--- config.mk ---
export PLATFORM = sky130hd
export DESIGN_NAME = mem_stage_lsu
export DESIGN_NICKNAME = d
export VERILOG_FILES = /design/src/rtl/lsu_pkg.sv /design/src/rtl/lsu_load_align.sv /design/src/rtl/mem_stage_lsu.sv
export SDC_FILE = /design/constraint.sdc
export NUM_CORES = 1
export LEC_CHECK = 0
export ABC_AREA = 0
export BUFFER_PORTS_ARGS = -buffer_cell sky130_fd_sc_hd__buf_2
export CAP_MARGIN = 0
export CORE_MARGIN = 2
export CORE_UTILIZATION = 47
export DETAILED_ROUTE_END_ITERATION = 8
export PLACE_DENSITY = 0.76
export SETUP_SLACK_MARGIN = 0.4
export SKIP_CTS_REPAIR_TIMING = 1
export SYNTH_ARGS = -nofsm -noshare
export SYNTH_HDL_FRONTEND = slang
export SYNTH_HIERARCHICAL = 1
export SYNTH_SLANG_ARGS = --single-unit
--- constraint.sdc ---
create_clock -name i_clk -period 3.4 [get_ports i_clk]
set_clock_uncertainty 0.1 [all_clocks]
set_input_delay 0.51 -clock i_clk [delete_from_list [all_inputs] [get_ports i_clk]]
set_output_delay 0.51 -clock i_clk [all_outputs]
set_load 0.02 [all_outputs]
--- src/rtl/lsu_pkg.sv ---
// Shared types, funct3 codes and access-decode helpers for the MEM-stage load/store unit.
package lsu_pkg;

  localparam int unsigned XLEN   = 32;
  localparam int unsigned BE_W   = 4;
  localparam int unsigned FUNC_W = 3;
  localparam int unsigned CNT_W  = 10;

  typedef enum logic [1:0] {
    IDLE = 2'd0,
    BUSY = 2'd1,
    DONE = 2'd2
  } lsu_state_e;

  localparam logic [FUNC_W-1:0] F_B  = 3'b000;
  localparam logic [FUNC_W-1:0] F_H  = 3'b001;
  localparam logic [FUNC_W-1:0] F_W  = 3'b010;
  localparam logic [FUNC_W-1:0] F_BU = 3'b100;
  localparam logic [FUNC_W-1:0] F_HU = 3'b101;

  // Halves need bit 0 clear, words need both low bits clear; bytes are always aligned.
  function automatic logic lsu_is_misaligned(input logic [FUNC_W-1:0] func,
                                             input logic [1:0]        lo);
    case (func[1:0])
      2'b01:   return lo[0];
      2'b10:   return (lo != 2'b00);
      default: return 1'b0;
    endcase
  endfunction

  function automatic logic lsu_is_supported(input logic              is_store,
                                            input logic [FUNC_W-1:0] func);
    if (is_store) return (func == F_B) || (func == F_H) || (func == F_W);
    return (func == F_B) || (func == F_H) || (func == F_W) ||
           (func == F_BU) || (func == F_HU);
  endfunction

  function automatic logic [BE_W-1:0] lsu_byte_en(input logic [FUNC_W-1:0] func,
                                                  input logic [1:0]        lo);
    case (func[1:0])
      2'b00:   return 4'b0001 << lo;
      2'b01:   return lo[1] ? 4'b1100 : 4'b0011;
      default: return 4'b1111;
    endcase
  endfunction

  // Sub-word store data is replicated so whichever lane is enabled carries it.
  function automatic logic [XLEN-1:0] lsu_store_data(input logic [FUNC_W-1:0] func,
                                                     input logic [XLEN-1:0]   wdata);
    case (func[1:0])
      2'b00:   return {4{wdata[7:0]}};
      2'b01:   return {2{wdata[15:0]}};
      default: return wdata;
    endcase
  endfunction

endpackage

--- src/rtl/lsu_load_align.sv ---
// Combinational load lane select and sign/zero extension by funct3 and address low bits.
module lsu_load_align
  import lsu_pkg::*;
(
  input  logic [FUNC_W-1:0] i_func,
  input  logic [1:0]        i_addr_lo,
  input  logic [XLEN-1:0]   i_rdata,
  output logic [XLEN-1:0]   o_data
);

  logic [7:0]  byte_c;
  logic [15:0] half_c;

  always_comb begin
    byte_c = i_rdata[7:0];
    half_c = i_addr_lo[1] ? i_rdata[31:16] : i_rdata[15:0];
    case (i_addr_lo)
      2'd0:    byte_c = i_rdata[7:0];
      2'd1:    byte_c = i_rdata[15:8];
      2'd2:    byte_c = i_rdata[23:16];
      default: byte_c = i_rdata[31:24];
    endcase
  end

  always_comb begin
    o_data = '0;
    case (i_func)
      F_B:     o_data = {{24{byte_c[7]}}, byte_c};
      F_H:     o_data = {{16{half_c[15]}}, half_c};
      F_W:     o_data = i_rdata;
      F_BU:    o_data = {24'd0, byte_c};
      F_HU:    o_data = {16'd0, half_c};
      default: o_data = '0;
    endcase
  end

endmodule

--- src/rtl/mem_stage_lsu.sv ---
// MEM-stage load/store unit: one req/ack bus transaction per legal access, stalling the
// front of the pipeline while it is in flight and flagging illegal accesses without bus traffic.
module mem_stage_lsu
  import lsu_pkg::*;
#(
  parameter int unsigned TIMEOUT = 255
) (
  input  logic              i_clk,
  input  logic              i_rst,
  input  logic [XLEN-1:0]   i_addr,
  input  logic [XLEN-1:0]   i_wdata,
  input  logic              i_mem_wren,
  input  logic              i_lsu_sel,
  input  logic [FUNC_W-1:0] i_func,
  output logic              o_stall,
  output logic [XLEN-1:0]   o_ld_data,
  output logic              o_ld_valid,
  output logic              o_misalign,
  output logic              o_bus_err,
  output logic              o_bus_req,
  output logic              o_bus_we,
  output logic [XLEN-1:0]   o_bus_addr,
  output logic [BE_W-1:0]   o_bus_be,
  output logic [XLEN-1:0]   o_bus_wdata,
  input  logic [XLEN-1:0]   i_bus_rdata,
  input  logic              i_bus_ack
);

  lsu_state_e state_q, state_d;

  logic [XLEN-1:0]   addr_q,    addr_d;
  logic [1:0]        lo_q,      lo_d;
  logic [BE_W-1:0]   be_q,      be_d;
  logic [XLEN-1:0]   wdata_q,   wdata_d;
  logic              we_q,      we_d;
  logic [FUNC_W-1:0] func_q,    func_d;
  logic [CNT_W-1:0]  cnt_q,     cnt_d;
  logic [XLEN-1:0]   ld_data_q, ld_data_d;
  logic              err_q,     err_d;

  logic            pending_c;
  logic            illegal_c;
  logic            accept_c;
  logic            timeout_c;
  logic [XLEN-1:0] align_c;

  assign pending_c = i_mem_wren | i_lsu_sel;
  assign illegal_c = !lsu_is_supported(i_mem_wren, i_func) ||
                     lsu_is_misaligned(i_func, i_addr[1:0]);
  assign accept_c  = (state_q == IDLE) && pending_c && !illegal_c;
  assign timeout_c = (cnt_q == CNT_W'(TIMEOUT));

  lsu_load_align u_load_align (
    .i_func    (func_q),
    .i_addr_lo (lo_q),
    .i_rdata   (i_bus_rdata),
    .o_data    (align_c)
  );

  always_ff @(posedge i_clk or posedge i_rst) begin
    if (i_rst) state_q <= IDLE;
    else       state_q <= state_d;
  end

  always_comb begin
    state_d = state_q;
    case (state_q)
      IDLE:    if (accept_c) state_d = BUSY;
      BUSY:    if (i_bus_ack || timeout_c) state_d = DONE;
      DONE:    state_d = IDLE;
      default: state_d = IDLE;
    endcase
  end

  // Bus fields latch only on acceptance; ack takes precedence over an expiring counter.
  always_comb begin
    addr_d    = addr_q;
    lo_d      = lo_q;
    be_d      = be_q;
    wdata_d   = wdata_q;
    we_d      = we_q;
    func_d    = func_q;
    cnt_d     = cnt_q;
    ld_data_d = ld_data_q;
    err_d     = err_q;
    if (accept_c) begin
      addr_d  = {i_addr[XLEN-1:2], 2'b00};
      lo_d    = i_addr[1:0];
      be_d    = lsu_byte_en(i_func, i_addr[1:0]);
      wdata_d = i_mem_wren ? lsu_store_data(i_func, i_wdata) : '0;
      we_d    = i_mem_wren;
      func_d  = i_func;
      cnt_d   = '0;
      err_d   = 1'b0;
    end else if (state_q == BUSY) begin
      cnt_d = cnt_q + CNT_W'(1);
      if (i_bus_ack) begin
        ld_data_d = align_c;
        err_d     = 1'b0;
      end else if (timeout_c) begin
        ld_data_d = '0;
        err_d     = 1'b1;
      end
    end
  end

  always_ff @(posedge i_clk or posedge i_rst) begin
    if (i_rst) begin
      addr_q    <= '0;
      lo_q      <= '0;
      be_q      <= '0;
      wdata_q   <= '0;
      we_q      <= 1'b0;
      func_q    <= '0;
      cnt_q     <= '0;
      ld_data_q <= '0;
      err_q     <= 1'b0;
    end else begin
      addr_q    <= addr_d;
      lo_q      <= lo_d;
      be_q      <= be_d;
      wdata_q   <= wdata_d;
      we_q      <= we_d;
      func_q    <= func_d;
      cnt_q     <= cnt_d;
      ld_data_q <= ld_data_d;
      err_q     <= err_d;
    end
  end

  // Stall and illegal-access strobes react to the EX/MEM inputs in the same IDLE cycle.
  always_comb begin
    o_stall    = 1'b0;
    o_bus_req  = 1'b0;
    o_ld_valid = 1'b0;
    o_ld_data  = '0;
    o_misalign = 1'b0;
    o_bus_err  = 1'b0;
    if (!i_rst) begin
      case (state_q)
        IDLE: begin
          o_stall    = accept_c;
          o_misalign = pending_c && illegal_c;
          o_ld_valid = pending_c && illegal_c && !i_mem_wren;
        end
        BUSY: begin
          o_stall   = 1'b1;
          o_bus_req = 1'b1;
        end
        DONE: begin
          o_ld_valid = !we_q;
          o_ld_data  = we_q ? '0 : ld_data_q;
          o_bus_err  = err_q;
        end
        default: ;
      endcase
    end
  end

  assign o_bus_we    = we_q;
  assign o_bus_addr  = addr_q;
  assign o_bus_be    = be_q;
  assign o_bus_wdata = wdata_q;

endmodule

==> impl_metrics.toml, run 1 <==
[clock_tree]
cts_buffers = 17
clock_path_buffers = 2
clkLatencyLatePin_ns = 0.42
h-tree-depth = 4
cts_tree = "built"
cts_sinks = 117
cts_root_buf = "clkbuf_16"
clkTransAtPathRegs_ns = 0.06

[routing]
vias = 5489
dr.pass1.iters = 5
route.detailed.drc = 0
routed_wl_mm = 18.3
wl_met3_mm = 1.14
dr_wl_met2_mm = 9.16
viasPerCell = 5.65
drt.antenna.violating_nets = 0
drtIter0Drc = 375
wl_met1_mm = 7.53
maxUsedRoutingLayer = "met4"
wl_per_cell_um = 18.8

[timing]
grt_setup_unrepaired = "no"
fmaxAchievable_mhz = 355
period_share = 0.828
fin_crit_ns = 2.82
fin_ws_ns = 0.584
max_slew_margin = 0.328
finalSetupTns_ns = 0
drv_slew = 0
max_slew.worst_pin.slew_ns = 1.01
finalHoldViolCount = 0
setup_viol = 0

[grt]
grt_pass1_wl_mm = 28.0
grt_pass1_vias = 5431
grt_usage = 0.240
antenna_found_initial = 0
grt_max_degree = 50
overflow = 0

[final_layout]
layout-drive-gt1-share = 0.436
fin_util = 0.601
nFillCells = 1155
area_delta_synth_final_pct = 24.4
diodes = 0
nets = 887

[critical_path]
cp-start-kind = "input pin"
cp-end-kind = "output port"
reg2reg_depth = 4
r2r-end = "ld_data_q[8]"
criticalPathCategory = "in -> out"
required_ns = 2.79
r2r-start = "func_q[1]"
ff2ff_setup_slack_ns = 0.89
cp_max_fo = 17
cp.arrival_ns = 2.21

[logic_synthesis]
yosys.area.top_type = "dfrtp_1"
yosys_warnings = 6
synth_edf_count = 0
netlist_instances = 588
synth_cell_types = 59
synth.most_common_cell = "dfrtp_1"
synth_seq_cells = 117
synth_top_area_frac = 0.437
synth_common_cells = "dfrtp_1 (117), mux2_4 (61), nor2_1 (59)"
synth_area_sq_mm = 0.00670
syn_avg_cell_area_sq_um = 11.4
synth_area_leaders = "dfrtp_1 (44%), mux2_4 (14%), a22o_1 (5.2%)"
yosys_most_used_dff = "dfrtp_1"
yosysSeqAreaShare = 0.437
synth_async_sr_flop_share = 1.00

[power_and_ir_drop]
power_leakage_uw = 0.00415
peakVddDrop_uv = 441
pwr_density_cell_mw_per_mm2 = 862

[floorplanning]
coreArea_sq_mm = 0.0139
start_util = 0.483
die_area_sq_mm = 0.0152
num_rows = 43
ios = 210
die_w_um = 123
fp.dieH_um = 123

[worst_hold_path]
min_path_type = "in -> async"

[placed_design]
dp_slack_ns = 0.454
place_hpwl_mm = 13.1
gp_congestion = 0.945
port_buffers = 207

[status]
status = "complete, no violations"

[run]
cap_violations = 0
layout make-up:
class | count | area [sq um] | area share
Sequential cell | 117 | 2930 | 0.351
Inverter | 15 | 60.1 | 0.00720
Multi-Input combinational cell | 410 | 3370 | 0.404
Clock buffer | 18 | 429 | 0.0515
Clock inverter | 14 | 200 | 0.0240
Tap cell | 180 | 225 | 0.0270
Timing Repair Buffer | 218 | 1130 | 0.136
power breakdown:
part | internal (uW) | switching (uW) | total, uW
registers | 1930 | 535 | 2460
clock network | 1230 | 665 | 1900
logic | 1340 | 1490 | 2830
total | 4500 | 2690 | 7190
kinds of logic (layout without fill, tap and decap cells):
group / count (synthesis) / count (layout) / synth area share
other cells: 1 / 2 / 0.000560
compound gates: 141 / 141 / 0.162
buf+inv: 62 / 265 / 0.0625
flops: 117 / 117 / 0.437
mux: 95 / 95 / 0.200
fa+ha+maj: 4 / 4 / 0.00747
simple gates: 160 / 160 / 0.120
xor+xnor: 8 / 8 / 0.0105
how the worst max path moves through the flow:
stage / slack (ns) / to / startpoint
floorplan: 1.02 / o_stall / i_func[0]
global placement: 0.50 / o_ld_valid / i_func[1]
detailed placement: 0.45 / o_ld_valid / i_func[1]
CTS: 0.45 / o_ld_valid / i_func[1]
global route: 0.41 / o_stall / i_func[1]
finish: 0.58 / o_ld_valid / i_func[1]
flip-flops by register name, summed over array words and instances, names as in the netlist:
register,count
cnt_q,10
ld_data_q,32
o_bus_wdata,32
state_q,2
err_q,1
func_q,3
o_bus_addr,30
o_bus_we,1
lo_q,2
o_bus_be,4
cell usage in the layout, fill, tap and decap left out, types with 3 or more instances in the layout:
cell / Yosys / routed
a211oi_1: 16 / 16
a21boi_0: 8 / 8
a21oi_1: 20 / 20
a221o_1: 5 / 5
a22o_1: 40 / 40
a22oi_1: 19 / 19
and2_1: 32 / 32
buf_2: 14 / 207
buf_4: 8 / 10
bufinv_16: 0 / 4
clkbuf_16: 0 / 17
clkinv_4: 0 / 3
clkinvlp_4: 0 / 4
dfrtp_1: 117 / 117
ha_1: 4 / 4
inv_1: 15 / 14
inv_6: 0 / 3
mux2_2: 15 / 15
mux2_4: 61 / 61
mux2i_1: 14 / 14
mux4_2: 4 / 4
nand2_1: 33 / 33
nand3_1: 4 / 4
nor2_1: 59 / 58
nor2b_1: 8 / 8
nor3_1: 6 / 6
o21ai_0: 15 / 15
o31ai_1: 5 / 5
xnor2_1: 5 / 5
xor2_1: 3 / 3
metrics by stage:
stage | cells | instance area (sq um) | power (uW) | hold slack [ns]
2_1_floorplan | 589 | 6710 | 4500 | 0.358
3_3_place_gp | 940 | 7700 | 5170 | 0.375
3_5_place_dp | 940 | 7700 | 5270 | 0.378
4_1_cts | 972 | 8330 | 7210 | 0.203
5_1_grt | 972 | 8340 | 7550 | 0.210
6_report | 972 | 8340 | 7190 | 0.211
layer usage:
| layer | vias up | track usage |
|---|---|---|
| met5 | - | 0 |
| met4 | 0 | 0.101 |
| met3 | 43 | 0.0540 |
| met2 | 244 | 0.385 |
| met1 | 2710 | 0.312 |
| li1 | 2492 | - |
worst max-delay path, stage by stage:
cell     delay, ns
buf_2         0.11
inv_1         0.06
ha_1          0.38
nor2_4        0.41
o22ai_2       0.17
a21bo_2       0.24
o22ai_1       0.12
buf_2         0.20
Power figures use the tool's default switching activity.
==> run 2, diff against run 1 <==
==> constraint.sdc (replaced) <==
create_clock -name i_clk -period 2.3 [get_ports i_clk]
set_clock_uncertainty 0.1 [all_clocks]
set_input_delay 0.345 -clock i_clk [delete_from_list [all_inputs] [get_ports i_clk]]
set_output_delay 0.345 -clock i_clk [all_outputs]
set_load 0.02 [all_outputs]
==> impl_metrics.toml, run 2 (same netlist as run 1, synthesis figures left out) <==
[status]
status = "complete, no violations"

[placed_design]
dp_cells = 957
gp_congestion = 0.997
placed_cell_area_sq_mm = 0.00794
port_buffers = 207
place_hpwl_mm = 13.5

[timing]
fin_crit_ns = 2.20
fmaxAchievable_mhz = 454
max_slew.worst_pin.slew_ns = 0.587
drv_slew = 0
max_slew_margin = 0.608
grt_setup_unrepaired = "yes"
period_share = 0.957
setup_viol = 0
finalHoldViolCount = 0

[floorplanning]
ios = 210
start_util = 0.483
num_rows = 43
fp.dieH_um = 123
die_area_sq_mm = 0.0152
die_w_um = 123
coreArea_sq_mm = 0.0139

[power_and_ir_drop]
power_leakage_uw = 0.00457
power_uw = 11700
pwr_density_cell_mw_per_mm2 = 1240
peakVddDrop_uv = 559

[routing]
wl_per_cell_um = 20.3
viasPerCell = 5.72
routed_wl_mm = 20.7
route.detailed.drc = 0
vias = 5839
drtIter0Drc = 448
dr.pass1.iters = 5
drt.antenna.violating_nets = 0

[final_layout]
fin_area_sq_mm = 0.00942
area_delta_synth_final_pct = 40.6
final_common_cell = "buf_2"
fin_util = 0.679
nets = 935
final_cell_mix = "buf_2 (170), dfrtp_1 (109), mux2_4 (63)"
nFillCells = 1050
instances_no_fill = 1020
diodes = 0
layout-drive-gt1-share = 0.524

[clock_tree]
cts_buffers = 17
cts_tree = "built"
clkLatencyLatePin_ns = 0.41
clock_path_buffers = 2
cts_root_buf = "clkbuf_16"
h-tree-depth = 4
cts_sinks = 117
clkTransAtPathRegs_ns = 0.06

[critical_path]
required_ns = 1.86
cp-end-kind = "output port"
path_buf_inv = 4
slowest_stage = "ha_4"
cp.arrival_ns = 1.76
cp_slowest_stage_delay_ns = 0.28
cp_top_family = "compound AO/OA/AOI/OAI gates"
cp-start-kind = "input pin"
path_cells = "buf_4 -> inv_2 -> ha_4 -> o211a_1 -> a31oi_4 -> buf_4 -> a21bo_2 -> o22ai_2 -> buf_6"
criticalPathCategory = "in -> out"
cpMostUsedCell = "buf_4"
cp_max_fo = 4

[grt]
overflow = 0
grt_pass1_wl_mm = 28.5
antenna_found_initial = 0
grt_pass1_vias = 5501
grt_max_degree = 73
grt_usage = 0.244

[run]
cap_violations = 0

[worst_hold_path]
min_path_type = "in -> reg"
## run 2: cell types whose count changed in the layout (fill, tap and decap cells not counted), moves of 4 or more
| cell | previous run | this run |
|---|---|---|
| and2_1 | 32 | 12 |
| and2_4 | 0 | 20 |
| buf_12 | 1 | 10 |
| buf_2 | 207 | 170 |
| buf_4 | 10 | 38 |
| buf_6 | 0 | 35 |
| clkbuf_16 | 17 | 27 |
| dfrtp_1 | 117 | 109 |
| dfrtp_2 | 0 | 8 |
| ha_1 | 4 | 0 |
| nor2_1 | 58 | 54 |
## run 2: final timing paths
| check | end | from | slack (ns) | depth (start not counted) |
|---|---|---|---|---|
| min in group asynchronous | o_bus_addr[3] | i_rst | 0.53 | 4 |
| max reg2reg | o_bus_be[2] | state_q[0] | 0.29 | 7 |
| max in group asynchronous | o_bus_be[2] | i_rst | 0.81 | 5 |
| min | o_bus_addr[26] | i_addr[26] | 0.06 | 2 |
| max | o_ld_valid | i_func[0] | 0.1 | 9 |
| min reg2reg | ld_data_q[26] | ld_data_q[26] | 0.39 | 1 |
## run 2: area by class of cell
class	count	area, sq um	share of cell area
multi-input cells	412	3550	0.377
well taps	180	225	0.0239
inverters	15	60.1	0.00637
clock buffers	20	457	0.0485
flip-flops and latches	117	2940	0.312
clock inverters	12	201	0.0214
repair buffers	264	1990	0.211
## run 2: power by group
part	internal, uW	switching (uW)
logic	2550	2670
clock network	1980	965
registers	2870	644
total	7400	4280
## run 2: per-layer routing
metal | global-route usage | up-vias | share of wire
li1 | - | 2599 | -
met1 | 0.311 | 2859 | 0.40
met2 | 0.397 | 326 | 0.50
met3 | 0.0577 | 55 | 0.078
met4 | 0.102 | 0 | 0.030
met5 | 0 | - | 0
## run 2: metrics by stage
step                setup slack [ns]  hold WS (ns)  setup TNS, ns
finish                        0.0995        0.0583              0
global route                  0.0571        0.0402              0
CTS                           -0.115        -0.110          -1.80
detailed placement           0.00526         0.337              0
global placement               0.110         0.333              0
floorplan                      0.289         0.358              0
==> run 3, diff against run 2 <==
--- a/config.mk
+++ b/config.mk
@@ -9,9 +9,10 @@
 export BUFFER_PORTS_ARGS = -buffer_cell sky130_fd_sc_hd__buf_2
 export CAP_MARGIN = 0
 export CORE_MARGIN = 2
-export CORE_UTILIZATION = 47
+export CORE_UTILIZATION = 48
+export CTS_BUF_LIST = sky130_fd_sc_hd__clkbuf_4
 export DETAILED_ROUTE_END_ITERATION = 8
-export PLACE_DENSITY = 0.76
+export PLACE_DENSITY = 0.88
 export SETUP_SLACK_MARGIN = 0.4
 export SKIP_CTS_REPAIR_TIMING = 1
 export SYNTH_ARGS = -nofsm -noshare
==> impl_metrics.toml, run 3 (same netlist as run 1, synthesis figures left out) <==
[placed_design]
gp_congestion = 0.919
place_hpwl_mm = 13.1
port_buffers = 207
dp_cells = 956
placed_cell_area_sq_mm = 0.00792

[worst_hold_path]
min_path_type = "in -> reg"
hp-start = "i_wdata[0]"

[critical_path]
cp.arrival_ns = 1.93
required_ns = 1.86
slowest_stage = "dfrtp_2"
path_cells = "nor2_4 -> nand2_2 -> nor2_4 -> clkbuf_16 -> and2_4 -> buf_6"
cp-start-kind = "flop"
cp_slowest_stage_delay_ns = 0.46
startpoint = "state_q[0]"
cpMostUsedCell = "nor2_4"
r2r-start = "state_q[0]"
criticalPathCategory = "reg -> out"
cp-end-kind = "output port"
cp_max_fo = 8

[final_layout]
final_common_cell = "buf_2"
final_cell_mix = "buf_2 (171), dfrtp_1 (110), mux2_4 (61)"
instances_no_fill = 1060
area_delta_synth_final_pct = 42.1
fin_area_sq_mm = 0.00952
nets = 974
nFillCells = 989
layout-drive-gt1-share = 0.505
fin_util = 0.691

[clock_tree]
clock_path_buffers = 2
clkTransAtPathRegs_ns = 0.11
clkLatencyLatePin_ns = 0.54
cts_root_buf = "clkbuf_4"
cts_buffers = 17
cts_sinks = 117
cts_tree = "built"
h-tree-depth = 4

[grt]
grt_pass1_wl_mm = 27.8
grt_use_met2 = 0.377
grt_usage = 0.242
grt_max_degree = 34
grt_pass1_vias = 5426
grt-busiest-layer = "met2"
antenna_found_initial = 2
grt_util_met3 = 0.0665
overflow = 0
met1_usage = 0.311

[routing]
wl_per_cell_um = 19.9
drtIter0Drc = 535
route.detailed.drc = 0
vias = 6059
drt.antenna.violating_nets = 0
viasPerCell = 5.72
dr.pass1.iters = 5
routed_wl_mm = 21.1

[power_and_ir_drop]
power_leakage_uw = 0.00459
pwr_density_cell_mw_per_mm2 = 1100
peakVddDrop_uv = 589
power_uw = 10500

[timing]
max_slew_margin = 0.600
finalHoldViolCount = 0
drv_slew = 0
period_share = 1.03
finalSetupTns_ns = -1.47
fin_ws_ns = -0.0769
fin_crit_ns = 2.38
setup_viol = 33
max_slew.worst_pin.slew_ns = 0.598
fmaxAchievable_mhz = 421
grt_setup_unrepaired = "yes"

[status]
violations = "setup timing"
status = "finished, violations left"

[floorplanning]
start_util = 0.487
die_w_um = 122
coreArea_sq_mm = 0.0138
die_area_sq_mm = 0.0149
fp.dieH_um = 122
num_rows = 43
ios = 210

[run]
cap_violations = 0
-- run 3: report_power, final --
group	switching (uW)	leakage, uW	internal [uW]
Clock	822	0.000175	977
Combinational	2660	0.00294	2530
Sequential	623	0.00147	2850
-- run 3: layout make-up --
class                           count  area (sq um)  share of cell area
Inverter                           15          60.1             0.00631
Sequential cell                   117          2940               0.308
Multi-Input combinational cell    410          3570               0.375
Clock inverter                     14           208              0.0218
Antenna cell                        1          2.50            0.000263
Timing Repair Buffer              305          2380               0.250
Clock buffer                       18           135              0.0142
Tap cell                          180           225              0.0237
-- run 3: final timing paths --
check / endpoint / slack, ns / cells after the start
hold reg to reg: ld_data_q[8] / 0.41 / 1
setup reg to reg: o_bus_addr[6] / 0.28 / 7
max in group asynchronous: cnt_q[0] / 0.84 / 4
hold / removal: o_bus_wdata[0] / 0.02 / 3
setup / recovery: o_ld_data[11] / -0.08 / 6
min in group asynchronous: o_bus_addr[28] / 0.44 / 3
-- run 3: through the flow --
stage / hold WS, ns / setup WS (ns)
final: 0.0155 / -0.0769
after global routing: -0.0207 / -0.188
after CTS: -0.225 / -0.194
after detailed placement: 0.378 / 0.0414
after global placement: 0.375 / 0.0922
after floorplan: 0.358 / 0.289
-- run 3: worst max-delay path, delay by kind of cell (launching register included) --
kind          cells  cell delay [ns]
flops             1             0.46
simple gates      4             0.61
buf+inv           2             0.33
-- run 3: routing by layer --
layer  part of all wire  vias up  routed length, um
li1                   -     2681                  -
met1               0.40     2961               8370
met2               0.50      343              10500
met3              0.068       72               1430
met4              0.039        2                824
met5            0.00052        -                 11
